**src/rtl/posit_layer_serializer.sv**
```systemverilog
// rtl/posit_layer_serializer.sv - gathers one posit per positron lane, then replays them as one sow/eow framed stream
module posit_layer_serializer #(
    parameter int POSIT_WIDTH = 4,
    parameter int NB_POSITRON = 16
) (
    input  logic                               clk,
    input  logic                               rst,
    input  logic [NB_POSITRON-1:0]             rts_i,
    input  logic [NB_POSITRON*POSIT_WIDTH-1:0] posit_i,
    output logic [NB_POSITRON-1:0]             rtr_o,
    input  logic                               rtr_i,
    output logic                               rts_o,
    output logic                               sow_o,
    output logic                               eow_o,
    output logic [POSIT_WIDTH-1:0]             posit_o
);

    localparam int IDX_W = (NB_POSITRON > 1) ? $clog2(NB_POSITRON) : 1;
    localparam logic [IDX_W-1:0] LAST_IDX = IDX_W'(NB_POSITRON - 1);

    typedef enum logic {
        S_COLLECT,
        S_DRAIN
    } state_t;

    state_t                                 state_q, state_d;
    logic [NB_POSITRON-1:0]                 captured_q, captured_d;
    logic [NB_POSITRON-1:0][POSIT_WIDTH-1:0] buf_q, buf_d;
    logic [IDX_W-1:0]                       index_q, index_d;

    always_ff @(posedge clk) begin
        if (rst) begin
            state_q    <= S_COLLECT;
            captured_q <= '0;
            buf_q      <= '0;
            index_q    <= '0;
        end else begin
            state_q    <= state_d;
            captured_q <= captured_d;
            buf_q      <= buf_d;
            index_q    <= index_d;
        end
    end

    always_comb begin
        state_d    = state_q;
        captured_d = captured_q;
        buf_d      = buf_q;
        index_d    = index_q;
        rtr_o      = '0;
        rts_o      = 1'b0;
        sow_o      = 1'b0;
        eow_o      = 1'b0;
        posit_o    = '0;
        case (state_q)
            S_COLLECT: begin
                // A lane that already delivered its word stalls until the frame has drained.
                rtr_o = ~captured_q;
                for (int i = 0; i < NB_POSITRON; i++) begin
                    if (rts_i[i] && rtr_o[i]) begin
                        buf_d[i]      = posit_i[i*POSIT_WIDTH +: POSIT_WIDTH];
                        captured_d[i] = 1'b1;
                    end
                end
                if (&captured_q) begin
                    state_d = S_DRAIN;
                    index_d = '0;
                end
            end
            S_DRAIN: begin
                rts_o   = 1'b1;
                posit_o = buf_q[index_q];
                sow_o   = (index_q == '0);
                eow_o   = (index_q == LAST_IDX);
                if (rtr_i) begin
                    if (eow_o) begin
                        state_d    = S_COLLECT;
                        captured_d = '0;
                        index_d    = '0;
                    end else begin
                        index_d = index_q + IDX_W'(1);
                    end
                end
            end
            default: state_d = S_COLLECT;
        endcase
    end

endmodule
```
**config.mk**
```make
export PLATFORM = sky130hd
export DESIGN_NAME = posit_layer_serializer
export DESIGN_NICKNAME = d
export VERILOG_FILES = /design/src/rtl/posit_layer_serializer.sv
export SDC_FILE = /design/constraint.sdc
export NUM_CORES = 1
export LEC_CHECK = 0
export BUFFER_PORTS_ARGS = -buffer_cell sky130_fd_sc_hd__buf_2
export CAP_MARGIN = 25
export CORE_UTILIZATION = 45
export DETAILED_ROUTE_END_ITERATION = 10
export PLACE_DENSITY = 0.8
export SLEW_MARGIN = 20
export SYNTH_ARGS = -nofsm -noshare
export SYNTH_HDL_FRONTEND = slang
export SYNTH_SLANG_ARGS = --single-unit
```
**constraint.sdc**
```tcl
create_clock -name clk -period 2.9 [get_ports clk]
set_clock_uncertainty 0.15 [all_clocks]
set_input_delay 0.435 -clock clk [delete_from_list [all_inputs] [get_ports clk]]
set_output_delay 0.435 -clock clk [all_outputs]
set_load 0.02 [all_outputs]
```
Yosys cells after proc, flatten, opt, wreduce, memory -nomap -nowiden
Index checks and enable logic that the tools add are counted.

storage, ports and cells
  flip-flop bits (word level) = 85
  input bits = 83
  logic and storage cells = 143

operators by class
  add/subtract/negate cells = 1
  order comparisons = 1
  eq/ne operators = 20
  mux-type cells = 34
  bitwise gates (word level) = 2
  reduce and logical (&&, ||, !) cells = 51

operators with widths
  kind                                                        count
  2-to-1 mux 16 bit                                           3
  AND reduction 3 bit                                         16
  != test 2 bit, second input constant                        18
  AND reduction 2 bit                                         17
  case mux 16 bit (2 select lines)                            1
  2-to-1 mux 1 bit                                            22
  2-to-1 mux 4 bit                                            5
  binary-select mux 4 bit (select 4 bit)                      1
  logical AND 1 bit                                           16
  inverter 16 bit                                             1
  AND reduction 16 bit                                        1
  case mux 4 bit (2 select lines)                             1
  less-than comparator 4 x 5 -> 1 bit, second input constant  1
  adder 4 x 1 -> 4 bit, second input constant                 1
  == test 4 bit, second input constant                        1
  logical NOT 4 bit                                           1
  != test 2 x 1 -> 1 bit, second input constant               1
  case mux 1 bit (2 select lines)                             1
  inverter 1 bit                                              1

Logic depth before layout (Yosys ltp)
  depth in word-level cells = 4
  mapped depth = 7

Worst setup path before layout
No wires, ideal clock.

  path kind = reg2out
  start point = reg index_q[0]
  end point = out posit_o[1]
  arrival = 1.419 ns
  required time = 2.315 ns
  path slack = 0.896 ns
  cell stages (with the launch flop) = 5
  path buffers = 1
  cell sequence = dfxtp_1 > buf_2 > mux4_2 > mux2i_1 > o22ai_1

on the way
  word-level cells in the longest chain between the ends = 3

RTL lines
  what                                    line  source
  start, declared                         29    logic [IDX_W-1:0] index_q, index_d;
  start signal, assigned                  41    index_q <= index_d;
  binary-select mux 4 bit (select 4 bit)  72    posit_o = buf_q[index_q];
  2-to-1 mux 4 bit (implied by the code)  72
  2-to-1 mux 4 bit                        55    case (state_q)
  end, declared                           15    output logic [POSIT_WIDTH-1:0] posit_o

No other way between the ends. The select of a mux whose other input is x is not followed.

Worst setup path after layout
  start point = reg index_q[1]
  end point = out posit_o[3]

Same word-level chain as after synthesis.

==> impl_metrics.env <==
export IMPL_min_period_ns=2.72
export IMPL_power_density_nw_per_um2=553
export IMPL_power_frac_seq_pct=52.0
export IMPL_diodes=0
export IMPL_firstDrtPassIters=5
export IMPL_clkTransAtPathRegs_ns=0.09
export IMPL_synth_top_area_share_pct=45.2
export IMPL_synth_cell_types=28
export IMPL_overflow=0
export IMPL_power_mw=2.49
export IMPL_critPathLaunchType="flop"
export IMPL_min_path_type="in -> reg"
export IMPL_synth_edf_count=0
export IMPL_avgSynthCellArea_um2=9.89
export IMPL_hold_buffers=0
export IMPL_finalHoldViolCount=0
export IMPL_syn_inst=381
export IMPL_report_final_setup_viol=0
export IMPL_via_per_inst=5.33
export IMPL_arrival_ns=2.13
export IMPL_placed_cells=562
export IMPL_finalCritPeriodShare_pct=93.7
export IMPL_grt_pass1_vias=2979
export IMPL_ctsResizeCount=0
export IMPL_yosys_area_top_type="dfxtp_1"
export IMPL_clkPwrFrac_pct=34.1
export IMPL_worstSetupPathType="reg -> out"
export IMPL_peakVddDrop_uv=214
export IMPL_drc=0
export IMPL_synth_async_sr_flop_share_pct=0
export IMPL_p_switching_mw=0.636
export IMPL_ioPinCount=106
export IMPL_coreArea_um2=8180
export IMPL_drt_iter0_drc=228
export IMPL_synth_area_um2=3770
export IMPL_status="finished, final reports clean"
export IMPL_worstSetupEndpointType="output port"
export IMPL_grt_usage_pct=22.1
export IMPL_hpwl_um=6980
export IMPL_die_w_um=93.5
export IMPL_clkSinkCount=85
export IMPL_maxCapViolCount=0
export IMPL_antenna_found_initial=0
export IMPL_syn_nets=466
export IMPL_place_congestion=0.825
export IMPL_grt_max_degree=56
export IMPL_syn_to_final_growth_pct=19.5
export IMPL_internal_power_mw=1.85
export IMPL_yosys_top_cells_count="nor2_1, dfxtp_1, mux2i_1"
export IMPL_wl_per_cell_um=16.0
export IMPL_setup_tns_ns=0
export IMPL_rows=33
export IMPL_post_cts_setup_buffers=0
export IMPL_worst_path_max_fanout=12
export IMPL_combPwrFrac_pct=13.9
export IMPL_finalWirelength_um=9260
export IMPL_ys_warn_count=0
export IMPL_clockBufferDepth=2
export IMPL_drive_gt1_share_pct=30.1
export IMPL_insertion_delay_ns=0.36
export IMPL_yosys_cell_count_top_type="nor2_1"
export IMPL_fp_dieArea_um2=8750
export IMPL_cts_root_buf="clkbuf_8"
export IMPL_instances_no_fill=577
export IMPL_nNetsFinal=553
export IMPL_htree_levels=3
export IMPL_fp_dieH_um=93.5
export IMPL_slew_violations=0
export IMPL_max_slew_margin_pct=33.1
export IMPL_tightest_slew_ns=1.00
export IMPL_cts_tree="done"
export IMPL_ys_ff_latch=85
export IMPL_ant_nets=0
export IMPL_cp_data_required_time_ns=2.32
export IMPL_whs_ns=0.161
export IMPL_portBuffers=105
export IMPL_clock_fmax_mhz=368
export IMPL_grt_pass1_wl_um=14400
export IMPL_cts_buffers=9
export IMPL_start_util_pct=46.1
export IMPL_rsz0062_at_grt="no"
export IMPL_swShare_pct=25.5
export IMPL_p_leak_nw=2.01
export IMPL_synth_flop_cell="dfxtp_1"
export IMPL_vias=3076
export IMPL_ys_seq_area_share_pct=45.2
export IMPL_synth_area_top_cells="dfxtp_1, mux2i_1, mux4_2"
state kept, by name, summed over array words and instances (netlist names):
name	flops
captured_q	16
state_q	1
buf_q	64
index_q	4
layer usage:
layer | GRT usage (%) | vias to the layer above | wire (um)
met2 | 36.3 | 114 | 4420
li1 | - | 1475 | -
met1 | 28.1 | 1464 | 4050
met4 | 9.36 | 0 | 239
met5 | 0 | - | 0
met3 | 4.72 | 23 | 545
area by class of cell:
type                            count  area [um^2]
Sequential cell                    85         1700
Multi-Input combinational cell    258         1890
Tap cell                          105          131
Timing Repair Buffer              110          563
Fill cell                         721         3670
Inverter                            4         15.0
Clock inverter                      3         43.8
Clock buffer                       12          155
power by group through the flow:
stage	combinational (mW)	clock, mW	sequential, mW
3_3_place_gp	0.337	0	1.31
4_1_cts	0.348	0.862	1.29
5_1_grt	0.378	0.919	1.30
2_1_floorplan	0.240	0	1.30
6_report	0.347	0.849	1.29
3_5_place_dp	0.347	0	1.32
path summary, 6_finish.rpt:
kind,start,end,slack (ns),cells after the start
setup / recovery,index_q[1],posit_o[3],0.18,5
hold / removal,posit_i[1],buf_q[1],0.16,3
setup reg to reg,index_q[1],captured_q[13],0.35,6
hold reg to reg,buf_q[43],buf_q[43],0.35,2
metrics by stage:
step | area [um^2] | worst slack (ns) | util (%)
finish | 4500 | 0.183 | 55.1
global placement | 4300 | 0.541 | 52.6
floorplan | 3770 | 0.896 | -
CTS | 4500 | 0.178 | 55.1
global route | 4500 | 0.0674 | 55.1
detailed placement | 4300 | 0.398 | 52.6
critical path, cell delays in order, from the launching register on:
cell and delay, ns:
dfxtp_1 0.60, buf_4 0.29, mux4_2 0.33, mux2i_1 0.24
o22ai_1 0.13, buf_2 0.18
cell families after synthesis:
| kind of cell | Yosys count | synth area share, % |
|---|---|---|
| compound gates | 30 | 4.42 |
| fa+ha+maj | 2 | 0.664 |
| buf+inv | 38 | 4.65 |
| flops | 85 | 45.2 |
| mux | 90 | 29.2 |
| simple gates | 136 | 15.9 |
layout by cell type (no fill, tap or decap), drive strengths merged:
| cell type | netlist | routed |
|---|---|---|
| a211o | 1 | 1 |
| a21oi | 20 | 20 |
| and2 | 17 | 17 |
| and3 | 1 | 1 |
| buf | 16 | 110 |
| bufinv | 0 | 1 |
| clkbuf | 18 | 12 |
| clkinv | 0 | 1 |
| dfxtp | 85 | 85 |
| ha | 2 | 2 |
| inv | 4 | 5 |
| mux2i | 74 | 74 |
| mux4 | 16 | 16 |
| nand2 | 7 | 7 |
| nand2b | 3 | 3 |
| nand3 | 3 | 3 |
| nand3b | 1 | 1 |
| nand4 | 2 | 2 |
| nand4b | 1 | 1 |
| nor2 | 96 | 96 |
| nor3 | 1 | 1 |
| o211ai | 2 | 2 |
| o21a | 1 | 1 |
| o21ai | 2 | 2 |
| o22ai | 4 | 4 |
| or2 | 1 | 1 |
| or4 | 3 | 3 |
Note: power is estimated with default switching activity, not from simulation.
